<file path="src/rtl/lector_display_7seg.sv">
// Seven-segment display reader: recovers the hex digits shown on a multiplexed,
// active-low segment/anode bus and publishes complete frames with a valid pulse.
module lector_display_7seg #(
   parameter int P_DIGITOS = 4,
   parameter int P_ESTABLE = 16
) (
   input  logic                   i_Clk,
   input  logic                   i_Rst_n,
   input  logic [6:0]             i_Segmentos,
   input  logic [P_DIGITOS-1:0]   i_Anodos,
   output logic [4*P_DIGITOS-1:0] o_Digitos,
   output logic                   o_Valido,
   output logic [P_DIGITOS-1:0]   o_Error
);

   localparam int CW = $clog2(P_ESTABLE + 1);
   localparam logic [CW-1:0] C_MAX = CW'(P_ESTABLE);
   localparam logic [CW-1:0] C_PRE = CW'(P_ESTABLE - 1);

   logic [P_DIGITOS-1:0]   anod_s1_r;
   logic [P_DIGITOS-1:0]   anod_s2_r;
   logic [P_DIGITOS-1:0]   anod_prev_r;
   logic [6:0]             seg_s1_r;
   logic [6:0]             seg_s2_r;
   logic [6:0]             seg_prev_r;
   logic [CW-1:0]          cnt_r;
   logic [P_DIGITOS-1:0]   mask_r;
   logic [4*P_DIGITOS-1:0] work_r;

   logic                   same_s;
   logic                   capture_s;
   logic                   done_s;
   logic [4:0]             dec_s;
   logic [CW-1:0]          cnt_next_s;
   logic [P_DIGITOS-1:0]   cap_bits_s;
   logic [P_DIGITOS-1:0]   seen_s;
   logic [P_DIGITOS-1:0]   mask_next_s;
   logic [P_DIGITOS-1:0]   err_next_s;
   logic [4*P_DIGITOS-1:0] work_next_s;

   // Returns {valid, code}; valid is low for any pattern that is not a hex glyph.
   function automatic logic [4:0] decode_seg(input logic [6:0] seg);
      logic [4:0] res;
      case (seg)
         7'b0000001: res = {1'b1, 4'h0};
         7'b1001111: res = {1'b1, 4'h1};
         7'b0010010: res = {1'b1, 4'h2};
         7'b0000110: res = {1'b1, 4'h3};
         7'b1001100: res = {1'b1, 4'h4};
         7'b0100100: res = {1'b1, 4'h5};
         7'b0100000: res = {1'b1, 4'h6};
         7'b0001111: res = {1'b1, 4'h7};
         7'b0000000: res = {1'b1, 4'h8};
         7'b0001100: res = {1'b1, 4'h9};
         7'b0001000: res = {1'b1, 4'hA};
         7'b1100000: res = {1'b1, 4'hB};
         7'b0110001: res = {1'b1, 4'hC};
         7'b1000010: res = {1'b1, 4'hD};
         7'b0110000: res = {1'b1, 4'hE};
         7'b0111000: res = {1'b1, 4'hF};
         default:    res = {1'b0, 4'h0};
      endcase
      return res;
   endfunction

   // True when exactly one active-low enable is asserted.
   function automatic logic one_low(input logic [P_DIGITOS-1:0] anod);
      logic [P_DIGITOS-1:0] inv;
      inv = ~anod;
      return (inv != '0) && ((inv & (inv - P_DIGITOS'(1))) == '0);
   endfunction

   // Two-flop synchronisers plus the delayed copy used for change detection.
   always_ff @(posedge i_Clk or negedge i_Rst_n) begin
      if (!i_Rst_n) begin
         anod_s1_r   <= '1;
         anod_s2_r   <= '1;
         anod_prev_r <= '1;
         seg_s1_r    <= 7'h7F;
         seg_s2_r    <= 7'h7F;
         seg_prev_r  <= 7'h7F;
      end else begin
         anod_s1_r   <= i_Anodos;
         anod_s2_r   <= anod_s1_r;
         anod_prev_r <= anod_s2_r;
         seg_s1_r    <= i_Segmentos;
         seg_s2_r    <= seg_s1_r;
         seg_prev_r  <= seg_s2_r;
      end
   end

   // Settle counter, capture decision, working-frame merge and frame completion.
   always_comb begin
      same_s      = (anod_s2_r == anod_prev_r) && (seg_s2_r == seg_prev_r);
      cnt_next_s  = cnt_r;
      work_next_s = work_r;
      err_next_s  = o_Error;
      dec_s       = decode_seg(seg_s2_r);

      if (!same_s) begin
         cnt_next_s = '0;
      end else if (cnt_r == C_MAX) begin
         cnt_next_s = cnt_r;
      end else begin
         cnt_next_s = cnt_r + CW'(1);
      end

      capture_s = same_s && (cnt_r == C_PRE) && one_low(anod_s2_r);
      if (capture_s) begin
         cap_bits_s = ~anod_s2_r;
      end else begin
         cap_bits_s = '0;
      end

      for (int k = 0; k < P_DIGITOS; k++) begin
         if (cap_bits_s[k]) begin
            err_next_s[k] = ~dec_s[4];
            if (dec_s[4]) begin
               work_next_s[4*k +: 4] = dec_s[3:0];
            end else begin
               work_next_s[4*k +: 4] = work_r[4*k +: 4];
            end
         end else begin
            err_next_s[k] = o_Error[k];
         end
      end

      seen_s = mask_r | cap_bits_s;
      done_s = capture_s && (&seen_s);
      if (done_s) begin
         mask_next_s = '0;
      end else begin
         mask_next_s = seen_s;
      end
   end

   // State and registered outputs.
   always_ff @(posedge i_Clk or negedge i_Rst_n) begin
      if (!i_Rst_n) begin
         cnt_r     <= '0;
         mask_r    <= '0;
         work_r    <= '0;
         o_Digitos <= '0;
         o_Valido  <= 1'b0;
         o_Error   <= '0;
      end else begin
         cnt_r    <= cnt_next_s;
         mask_r   <= mask_next_s;
         work_r   <= work_next_s;
         o_Error  <= err_next_s;
         o_Valido <= done_s;
         if (done_s) begin
            o_Digitos <= work_next_s;
         end else begin
            o_Digitos <= o_Digitos;
         end
      end
   end

   lector_display_7seg_chk #(
      .P_DIGITOS (P_DIGITOS),
      .P_ESTABLE (P_ESTABLE)
   ) u_chk (
      .clk     (i_Clk),
      .rst_n   (i_Rst_n),
      .valido  (o_Valido),
      .capture (capture_s),
      .anod    (anod_s2_r),
      .cnt     (cnt_r)
   );

endmodule

// Runtime properties of the reader: pulse spacing, counter range, capture legality.
module lector_display_7seg_chk #(
   parameter int P_DIGITOS = 4,
   parameter int P_ESTABLE = 16
) (
   input logic                               clk,
   input logic                               rst_n,
   input logic                               valido,
   input logic                               capture,
   input logic [P_DIGITOS-1:0]               anod,
   input logic [$clog2(P_ESTABLE + 1)-1:0]   cnt
);

   localparam int CW = $clog2(P_ESTABLE + 1);

   a_valid_single: assert property (@(posedge clk) disable iff (!rst_n)
      valido |=> !valido);

   a_cnt_range: assert property (@(posedge clk) disable iff (!rst_n)
      cnt <= CW'(P_ESTABLE));

   a_capture_one_hot: assert property (@(posedge clk) disable iff (!rst_n)
      capture |-> $onehot(~anod));

endmodule

</file>
<file path="config.mk">
export PLATFORM = sky130hd
export DESIGN_NAME = lector_display_7seg
export DESIGN_NICKNAME = d
export VERILOG_FILES = /design/src/rtl/lector_display_7seg.sv
export SDC_FILE = /design/constraint.sdc
export NUM_CORES = 1
export LEC_CHECK = 0
export ABC_AREA = 0
export BUFFER_PORTS_ARGS = -buffer_cell sky130_fd_sc_hd__buf_4
export CORE_UTILIZATION = 50
export DETAILED_ROUTE_END_ITERATION = 10
export HOLD_SLACK_MARGIN = 0.03
export PLACE_DENSITY = 0.69
export SLEW_MARGIN = 20
export SYNTH_ARGS = -nofsm -noshare
export SYNTH_HDL_FRONTEND = slang
export SYNTH_SLANG_ARGS = --single-unit
export TNS_END_PERCENT = 20
</file>
<file path="constraint.sdc">
create_clock -name i_Clk -period 2.88 [get_ports i_Clk]
set_input_delay 0.576 -clock i_Clk [delete_from_list [all_inputs] [get_ports i_Clk]]
set_output_delay 0.576 -clock i_Clk [all_outputs]
set_load 0.02 [all_outputs]
</file>
Word-level counts from Yosys, hierarchy flattened
Index checks and enable logic that the tools add are counted.
{"block": "totals", "ff_bits": 79, "inputBits": 13, "output_inout_bits": 21, "word_cells": 63}
{"block": "op_classes", "addsub": 2, "n_eq_ne": 20, "mux": 13, "bitwise_logic": 4, "n_reduce_logical": 9}
{"operator": "$pmux W5 S16", "count": 1}
{"operator": "$mux W4", "count": 10}
{"operator": "$eq A7 B6 Y1 const B", "count": 5}
{"operator": "$eq A7 B7 Y1 const B", "count": 4}
{"operator": "$eq A7 B4 Y1 const B", "count": 3}
{"operator": "$mux W5", "count": 2}
{"operator": "$eq A7 B1 Y1 const B", "count": 1}
{"operator": "$eq A7 B3 Y1 const B", "count": 1}
{"operator": "$eq A7 B5 Y1 const B", "count": 1}
{"operator": "$eq A7 B7 Y1", "count": 1}
{"operator": "$logic_not A7 Y1", "count": 1}
{"operator": "$add A5 B1 Y5 const B", "count": 1}
{"operator": "$eq A5 B4 Y1 const B", "count": 1}
{"operator": "$eq A5 B5 Y1 const B", "count": 1}
{"operator": "$logic_and A1 B1 Y1", "count": 5}
{"operator": "$and A4 B4 Y4", "count": 1}
{"operator": "$eq A4 B4 Y1", "count": 1}
{"operator": "$logic_not A4 Y1", "count": 1}
{"operator": "$not A4 Y4", "count": 1}
{"operator": "$or A4 B4 Y4", "count": 1}
{"operator": "$reduce_and A4 Y1", "count": 1}
{"operator": "$reduce_bool A4 Y1", "count": 1}
{"operator": "$sub A4 B1 Y4 const B", "count": 1}
{"operator": "$ne A2 B2 Y1 const B", "count": 1}
{"operator": "$not A1 Y1", "count": 1}

Depth between registers and ports, before layout
Gate-level depths: netlist of run 1.
{"block": "logic_depth", "word_depth": 11, "depth_mapped": 11, "depth_no_buf": 8}

Least setup slack after synthesis of run 1
No wires, ideal clock.
{"block": "synth_path", "kind": "register to register", "from": "register anod_s2_r[0]", "to": "register o_Digitos[10]", "setup_ns": 0.125, "t_arrival_ns": 2.497, "t_required_ns": 2.755, "path_slack_ns": 0.258, "path_stages_with_launch": 11, "path_buffers": 4, "period_less_slack_ns": 2.622, "cell_sequence": "dfstp_2 > buf_6 > xnor2_2 > nand4_2 > or3_1 > buf_2 > or4_1 > buf_6 > clkinv_8 > buf_12 > mux2_4"}
{"block": "synth_between", "elab_chain_len": 10, "elab_cells_between_ends": 15, "classes_between": "add/sub: 1; eq/ne: 1; mux: 2; bitwise: 3; reduce/logical: 8"}
{"item": "start: declaration", "line": "21", "text": "logic [P_DIGITOS-1:0] anod_s2_r;"}
{"item": "start signal: assignment", "line": "84", "text": "anod_s2_r <= anod_s1_r;"}
{"item": "$not A4 Y4", "line": "69, 110"}
{"item": "$sub A4 B1 Y4", "line": "70", "text": "return (inv != '0) && ((inv & (inv - P_DIGITOS'(1))) == '0);"}
{"item": "$and A4 B4 Y4", "line": "70"}
{"item": "$logic_not A4 Y1", "line": "70"}
{"item": "$logic_and A1 B1 Y1", "line": "70"}
{"item": "$logic_and A1 B1 Y1", "line": "108", "text": "capture_s = same_s && (cnt_r == C_PRE) && one_low(anod_s2_r);"}
{"item": "$mux W4", "line": "109", "text": "if (capture_s) begin"}
{"item": "$or A4 B4 Y4", "line": "128", "text": "seen_s = mask_r | cap_bits_s;"}
{"item": "$reduce_and A4 Y1", "line": "129", "text": "done_s = capture_s && (&seen_s);"}
{"item": "$logic_and A1 B1 Y1 (*)", "line": "129"}
{"item": "named net done_s", "line": "32", "text": "logic done_s;"}
{"item": "end signal: assignment", "line": "153", "text": "o_Digitos <= work_next_s;"}
{"item": "end signal: assignment", "line": "155", "text": "o_Digitos <= o_Digitos;"}
{"item": "end: declaration", "line": "11", "text": "output logic [4*P_DIGITOS-1:0] o_Digitos,"}
Mark *: on every way through the listed nets, which the timed path passes. The rest lies on a longest branch.
A chain may end at the register's enable or synchronous reset.

Worst setup path in the final report of run 1
{"block": "layout_path", "from": "register seg_s2_r[6]", "to": "register o_Digitos[5]"}
{"block": "layout_between", "elab_chain_len": 8, "elab_cells_between_ends": 27, "classes_between": "eq/ne: 16; mux: 4; bitwise: 1; reduce/logical: 6"}
{"item": "start: declaration", "line": "24", "text": "logic [6:0] seg_s2_r;"}
{"item": "start signal: assignment", "line": "87", "text": "seg_s2_r <= seg_s1_r;"}
{"item": "$eq A7 B7 Y1", "line": "94", "text": "same_s = (anod_s2_r == anod_prev_r) && (seg_s2_r == seg_prev_r);"}
{"item": "$logic_and A1 B1 Y1", "line": "94"}
{"item": "$logic_and A1 B1 Y1 (2 in series)", "line": "108"}
{"item": "$mux W4", "line": "109"}
{"item": "$or A4 B4 Y4", "line": "128"}
{"item": "$reduce_and A4 Y1", "line": "129"}
{"item": "$logic_and A1 B1 Y1", "line": "129"}
Parallel ways exist; a longest one is shown, timed or not.

==> run summary, run 1 <==
Most used DFF post-synth = dfrtp_1
Largest net degree at the start of global routing = 80
PortBufs = 33
Leak = 0.00175 uW
Initial antenna violation count = 0
Worst r2r src = seg_s2_r[6]
Die Wd = 85.0 um
CP Class = reg2reg
Post-Route Utilization = 61.0%
Max capacitance violation total = 0
Starting DRC count in detailed routing = 117
Die H = 85.0 um
Post-route minimum period = 2.78 ns
ANT cells = 0
Avg Inst Size Synth = 12.1 um2
Slew margin rel. = 37.7%
Worst Skew = 0.0111 ns
Core Footprint = 0.00649 mm2
Post-synth EDFFs = 0
Failing checks = DRC
Initial Utilization = 53.0%
Post-Syn Area = 0.00344 mm2
Synth cell count leaders = 46 x dfrtp_1, 33 x dfstp_2, 16 x nor2_1
Data arrival, critical path = 3.01 ns
PwrDens = 541 mW/mm2
Max rail drop VDD = 389 uV
Final wirelength = 6380 um
Die ar. = 0.00722 mm2
Status = finished, violations left
Crit. Startpoint = seg_s2_r[6]
Synth top area share = 33.4%
Post-synthesis instance total = 285
Fraction of layout cells with a size suffix above 1 = 33.8%
Reg2reg path depth = 6
Hold_ws = 0.321 ns
Num Clock Sinks = 79
Drt first pass iters = 7
H-tree levels = 3
Dpl hpwl = 4330 um
Worst Tran Pin Value = 0.934 ns
F_max = 360 MHz
Number of remaining DRC errors = 1
CP Launch Type = flop
Most common cell in the synthesized netlist = dfrtp_1
Worst-path clk slew = 0.09 ns
CTS tree = done
R2R Setup Slk = 0.10 ns
Cts bufs inserted = 9
WL per Instance = 15.7 um
Worst hold stages = 1
Reg-to-reg critical path endpoint = o_Digitos[5]
Worst-Skew Late Latency = 0.35 ns
Area after DPL = 0.00374 mm2
Final Power = 2150 uW
Nets = 339
Synth area leaders = dfrtp_1 33%, dfstp_2 25%, xnor2_1 3.6%
Detailed-route via count = 2237
Endpoint, Worst Hold = seg_s1_r[3]
Net count after synthesis = 301
Setup bufs post-CTS = 0
Hold wc startpoint = i_Segmentos[3]
Root Buffer = clkbuf_8
Worst Path Required = 3.11 ns
RSZ-0062 raised after global routing = false
Sequential share of the synthesized area = 58.6%
Distinct cells, synth = 58
GPL Wtd Cong = 0.900
Post-route ant nets = 0
CTS Buffer Depth = 2
#FFs+latches synth = 79
Total track usage = 20.1%
Row count = 29
Crit Path Max Fanout = 18
Area growth syn-to-layout = 15.2%
Cell accounting for the most synthesized area = dfrtp_1
Vias in the first global route = 2142
Number of vias per cell = 5.52
Setup TNS Final = 0 ns
Ys Warns = 0
Period utilization = 96.5%
Endpoints failing hold = 0
Max-slew violation count = 0
Overflow left after global routing = 0
Hold Path Class = in2reg
Count of boundary I/O pins = 34
Fraction of registers with async set/reset = 100%
Global-route wire length before repair = 10900 um
CP Capture Type = flop
Post-layout instance area = 0.00396 mm2
Final setup vio count = 0
## worst max path at each step
stage                          to  cells past startpoint
floorplan           o_Digitos[10]                     10
global placement     o_Digitos[5]                      6
CTS                  o_Digitos[5]                      6
detailed placement   o_Digitos[5]                      6
finish               o_Digitos[5]                      6
global route         o_Digitos[5]                      6
## metrics by stage
stage,setup WS (ns),std cells
finish,0.101,405
global route,0.00293,405
global placement,0.199,389
floorplan,0.258,285
detailed placement,0.118,389
CTS,0.0988,405
## report_power, final
group	internal (uW)	leakage (uW)	switching [uW]	total, uW
Sequential	1150	0.000990	32.9	1180
Clock	438	0.000110	422	860
Combinational	44.2	0.000652	56.2	100
Total	1630	0.00175	511	2150
## routing by layer
metal	vias to the layer above	GRT usage [%]	part of all wire, %
li1	1087	-	-
met1	1082	29.5	48
met2	57	28.7	46
met3	11	5.74	3.9
met4	0	7.09	1.7
met5	-	0	0
## cell families after synthesis
| group | after synthesis | synth area share (%) |
|---|---|---|
| adders and majority gates | 3 | 1.09 |
| AOI/OAI and AO/OA | 53 | 10.5 |
| xor gates and xnor gates | 18 | 4.80 |
| and+or+nand+nor | 87 | 14.4 |
| muxes | 15 | 5.42 |
| buffers and inverters | 30 | 5.20 |
| DFF | 79 | 58.6 |
## critical path, cell delays in order, from the launching register on
cell and delay, ns:
dfstp_2 0.73, xnor2_1 0.16, nand4_1 0.20, or3_1 0.39, or4_1 0.67, clkinv_8 0.17
mux2_2 0.35
## placed cells by master, fill, tap and decap left out, types with 3 or more instances in the layout
cell type	n
nor2b_1	6
a21oi_1	6
o2bb2ai_1	3
buf_4	41
nor3_1	5
nand4_1	7
dfstp_2	33
nor2_1	16
mux2_2	9
ha_1	3
and2_1	3
nand3_1	7
xnor2_1	14
nor3b_1	3
nor4b_1	3
xor2_1	3
dfrtp_1	46
o21ai_0	14
inv_1	15
o31ai_1	5
or4_1	5
and3_1	3
a31oi_1	3
mux2_4	5
nand2_1	14
clkbuf_8	10
## timing repair
action                                  4_1_cts  5_1_grt
gates resized for setup                       0        2
hold buffers                                  0        0
endpoints found under the setup margin        0        2
## state kept, by name (all words and copies together), names as in the netlist
signal       flops
o_Digitos       16
work_r          16
seg_prev_r       7
seg_s1_r         7
seg_s2_r         7
cnt_r            5
anod_prev_r      4
anod_s1_r        4
anod_s2_r        4
mask_r           4
o_Error          4
o_Valido         1
## area by class of cell
| cell class | instances | area [um2] |
|---|---|---|
| sequential | 79 | 2020 |
| multi-input combinational | 176 | 1260 |
| inverter | 16 | 72.6 |
| clock inverter | 6 | 73.8 |
| timing repair buffer | 41 | 308 |
| clock buffer | 10 | 138 |
| fill | 525 | 2530 |
| tap | 77 | 96.3 |
(Power assumes the default switching activity.)
==> run 2, diff against run 1 <==
--- a/config.mk
+++ b/config.mk
@@ -6,11 +6,12 @@
 export NUM_CORES = 1
 export LEC_CHECK = 0
 export ABC_AREA = 0
-export BUFFER_PORTS_ARGS = -buffer_cell sky130_fd_sc_hd__buf_4
+export CAP_MARGIN = 40
 export CORE_UTILIZATION = 50
 export DETAILED_ROUTE_END_ITERATION = 10
+export DONT_BUFFER_PORTS = 1
+export GPL_ROUTABILITY_DRIVEN = 1
 export HOLD_SLACK_MARGIN = 0.03
-export PLACE_DENSITY = 0.69
 export SLEW_MARGIN = 20
 export SYNTH_ARGS = -nofsm -noshare
 export SYNTH_HDL_FRONTEND = slang
==> run summary, run 2 (synthesized netlist as in run 1, its figures left out) <==
Post-route ant nets = 0 (unchanged)
Worst Skew = 0.0154 ns (+0.00434 ns)
Root Buffer = clkbuf_8
CTS Buffer Depth = 2 (unchanged)
Cts bufs inserted = 9 (unchanged)
Num Clock Sinks = 79 (unchanged)
Crit. Startpoint = seg_s2_r[4]
Setup TNS Final = 0 ns (unchanged)
Die ar. = 0.00722 mm2 (unchanged)
Starting DRC count in detailed routing = 159 (+36%)
CP Launch Type = flop
F_max = 373 MHz (+3.5%)
CP Capture Type = flop
Max rail drop VDD = 327 uV (-16%)
PortBufs = 0 (-100%)
H-tree levels = 3 (unchanged)
Worst-Skew Late Latency = 0.35 ns (about the same)
Reg-to-reg critical path endpoint = o_Digitos[9]
Slew margin rel. = 41.5% (+3.8 points)
Data arrival, critical path = 2.91 ns (-0.10 ns)
Worst r2r src = seg_s2_r[4]
Global-route wire length before repair = 11100 um (+1.8%)
Nets = 314 (-7.4%)
GPL Wtd Cong = 0.906 (+0.72%)
Biggest regs = o_Digitos x16, work_r x16
PwrDens = 554 mW/mm2 (+2.4%)
Endpoints failing hold = 0 (unchanged)
Number of vias per cell = 5.81 (+5.1%)
Largest net degree at the start of global routing = 47 (-41%)
Detailed-route via count = 2206 (-1.4%)
FILL cells = 522 (-0.57%)
Period utilization = 93.2% (-3.3 points)
Initial Utilization = 53.0% (unchanged)
Final wirelength = 6520 um (+2.2%)
Commonest non-fill, non-tap cell in the layout = dfrtp_1
Final setup vio count = 0 (unchanged)
CP Class = reg2reg
Initial antenna violation count = 0 (unchanged)
Failing checks = DRC
WL per Instance = 17.2 um (+8.9%)
Overflow left after global routing = 0 (unchanged)
Total track usage = 20.7% (+0.57 points)
Vias in the first global route = 2143 (+0.047%)
ANT cells = 0 (unchanged)
Core Footprint = 0.00649 mm2 (unchanged)
Setup bufs post-CTS = 0 (unchanged)
Area growth syn-to-layout = 9.78%
Post-route minimum period = 2.68 ns (-0.0949 ns)
Worst Path Required = 3.11 ns (about the same)
Drt first pass iters = 7 (unchanged)
R2R Setup Slk = 0.20 ns (+0.09 ns)
Worst Tran Pin Value = 0.865 ns (-0.0691 ns)
CTS tree = done
Worst-path clk slew = 0.08 ns (about the same)
Fraction of layout cells with a size suffix above 1 = 26.7% (-7.1 points)
Row count = 29 (unchanged)
Post-Route Utilization = 58.2% (-2.9 points)
Max-slew violation count = 0 (unchanged)
Count of boundary I/O pins = 34 (unchanged)
Die Wd = 85.0 um (unchanged)
Reg2reg path depth = 6 (unchanged)
Commonest non-fill, non-tap cells in the layout = 46 x dfrtp_1, 33 x dfstp_2, 16 x nor2_1
Die H = 85.0 um (unchanged)
Crit Path Max Fanout = 17 (-1)
Leak = 0.00162 uW (-7.8%)
Dpl hpwl = 4440 um (+2.6%)
Status = finished, violations left
Number of remaining DRC errors = 2 (+1)
Max capacitance violation total = 0 (unchanged)
Hold Path Class = in2async
RSZ-0062 raised after global routing = false
run 2: changes by cell type in the layout (fill, tap and decap cells not counted):
cell | before | now
inv_6 | 2 | 0
clkbuf_1 | 0 | 3
clkbuf_16 | 0 | 2
bufinv_16 | 1 | 0
a31oi_1 | 3 | 4
clkinvlp_4 | 0 | 1
clkinv_4 | 1 | 0
inv_8 | 1 | 0
inv_4 | 1 | 0
nor4bb_1 | 0 | 1
nor4bb_2 | 1 | 0
buf_16 | 0 | 1
buf_4 | 41 | 15
a31oi_2 | 1 | 0
run 2: what timing repair did:
| item | CTS | global route |
|---|---|---|
| resized for setup | 0 | 0 |
| endpoints found under the hold margin | 46 | 0 |
| hold buffers | 1 | 0 |
| setup endpoints to repair | 0 | 0 |
run 2: how the worst max path moves through the flow:
stage	cells after the start	slack, ns	to
6_report	6	0.20	o_Digitos[9]
5_1_grt	6	0.05	o_Digitos[9]
4_1_cts	6	0.18	o_Digitos[9]
3_5_place_dp	6	0.21	o_Digitos[9]
3_3_place_gp	6	0.29	o_Digitos[1]
2_1_floorplan	10	0.26	o_Digitos[10]
run 2: stage by stage:
stage / cells / worst slack (ns) / total power, uW / instance area [um2] / hold slack (ns)
floorplan: 285 / 0.258 / 1260 / 3440 / 0.280
global placement: 363 / 0.289 / 1280 / 3540 / 0.284
detailed placement: 363 / 0.209 / 1280 / 3540 / 0.285
CTS: 380 / 0.178 / 2120 / 3780 / 0.0442
global route: 380 / 0.0455 / 2180 / 3780 / 0.0356
finish: 380 / 0.196 / 2090 / 3780 / 0.0622
run 2: layer usage:
layer	vias to the layer above	share of wire (%)	track usage, %
met1	1096	49	30.9
met5	-	0	0
li1	1041	-	-
met3	6	5.3	5.54
met2	63	45	28.3
met4	0	1.2	8.78
run 2: where the power goes:
group | switching (uW) | leakage, uW | internal, uW | total (uW)
clock | 376 | 0.000100 | 443 | 820
combinational | 56.6 | 0.000526 | 42.4 | 99.0
sequential | 23.0 | 0.000990 | 1150 | 1180
run 2: worst max-delay path, stage by stage, from the launching register on:
cell and delay (ns):
dfstp_2 0.67, xnor2_1 0.15, nand3_1 0.14, or3_1 0.41, or4_1 0.68, clkinv_8 0.17, mux2_2 0.35
run 2: cell type report:
cell class | count | area (um2) | share of cell area, %
sequential | 79 | 2020 | 53.4
multi-input combinational | 176 | 1240 | 32.9
clock buffer | 15 | 199 | 5.26
timing repair buffer | 16 | 140 | 3.71
tap | 77 | 96.3 | 2.55
inverter | 16 | 72.6 | 1.92
clock inverter | 1 | 7.51 | 0.199
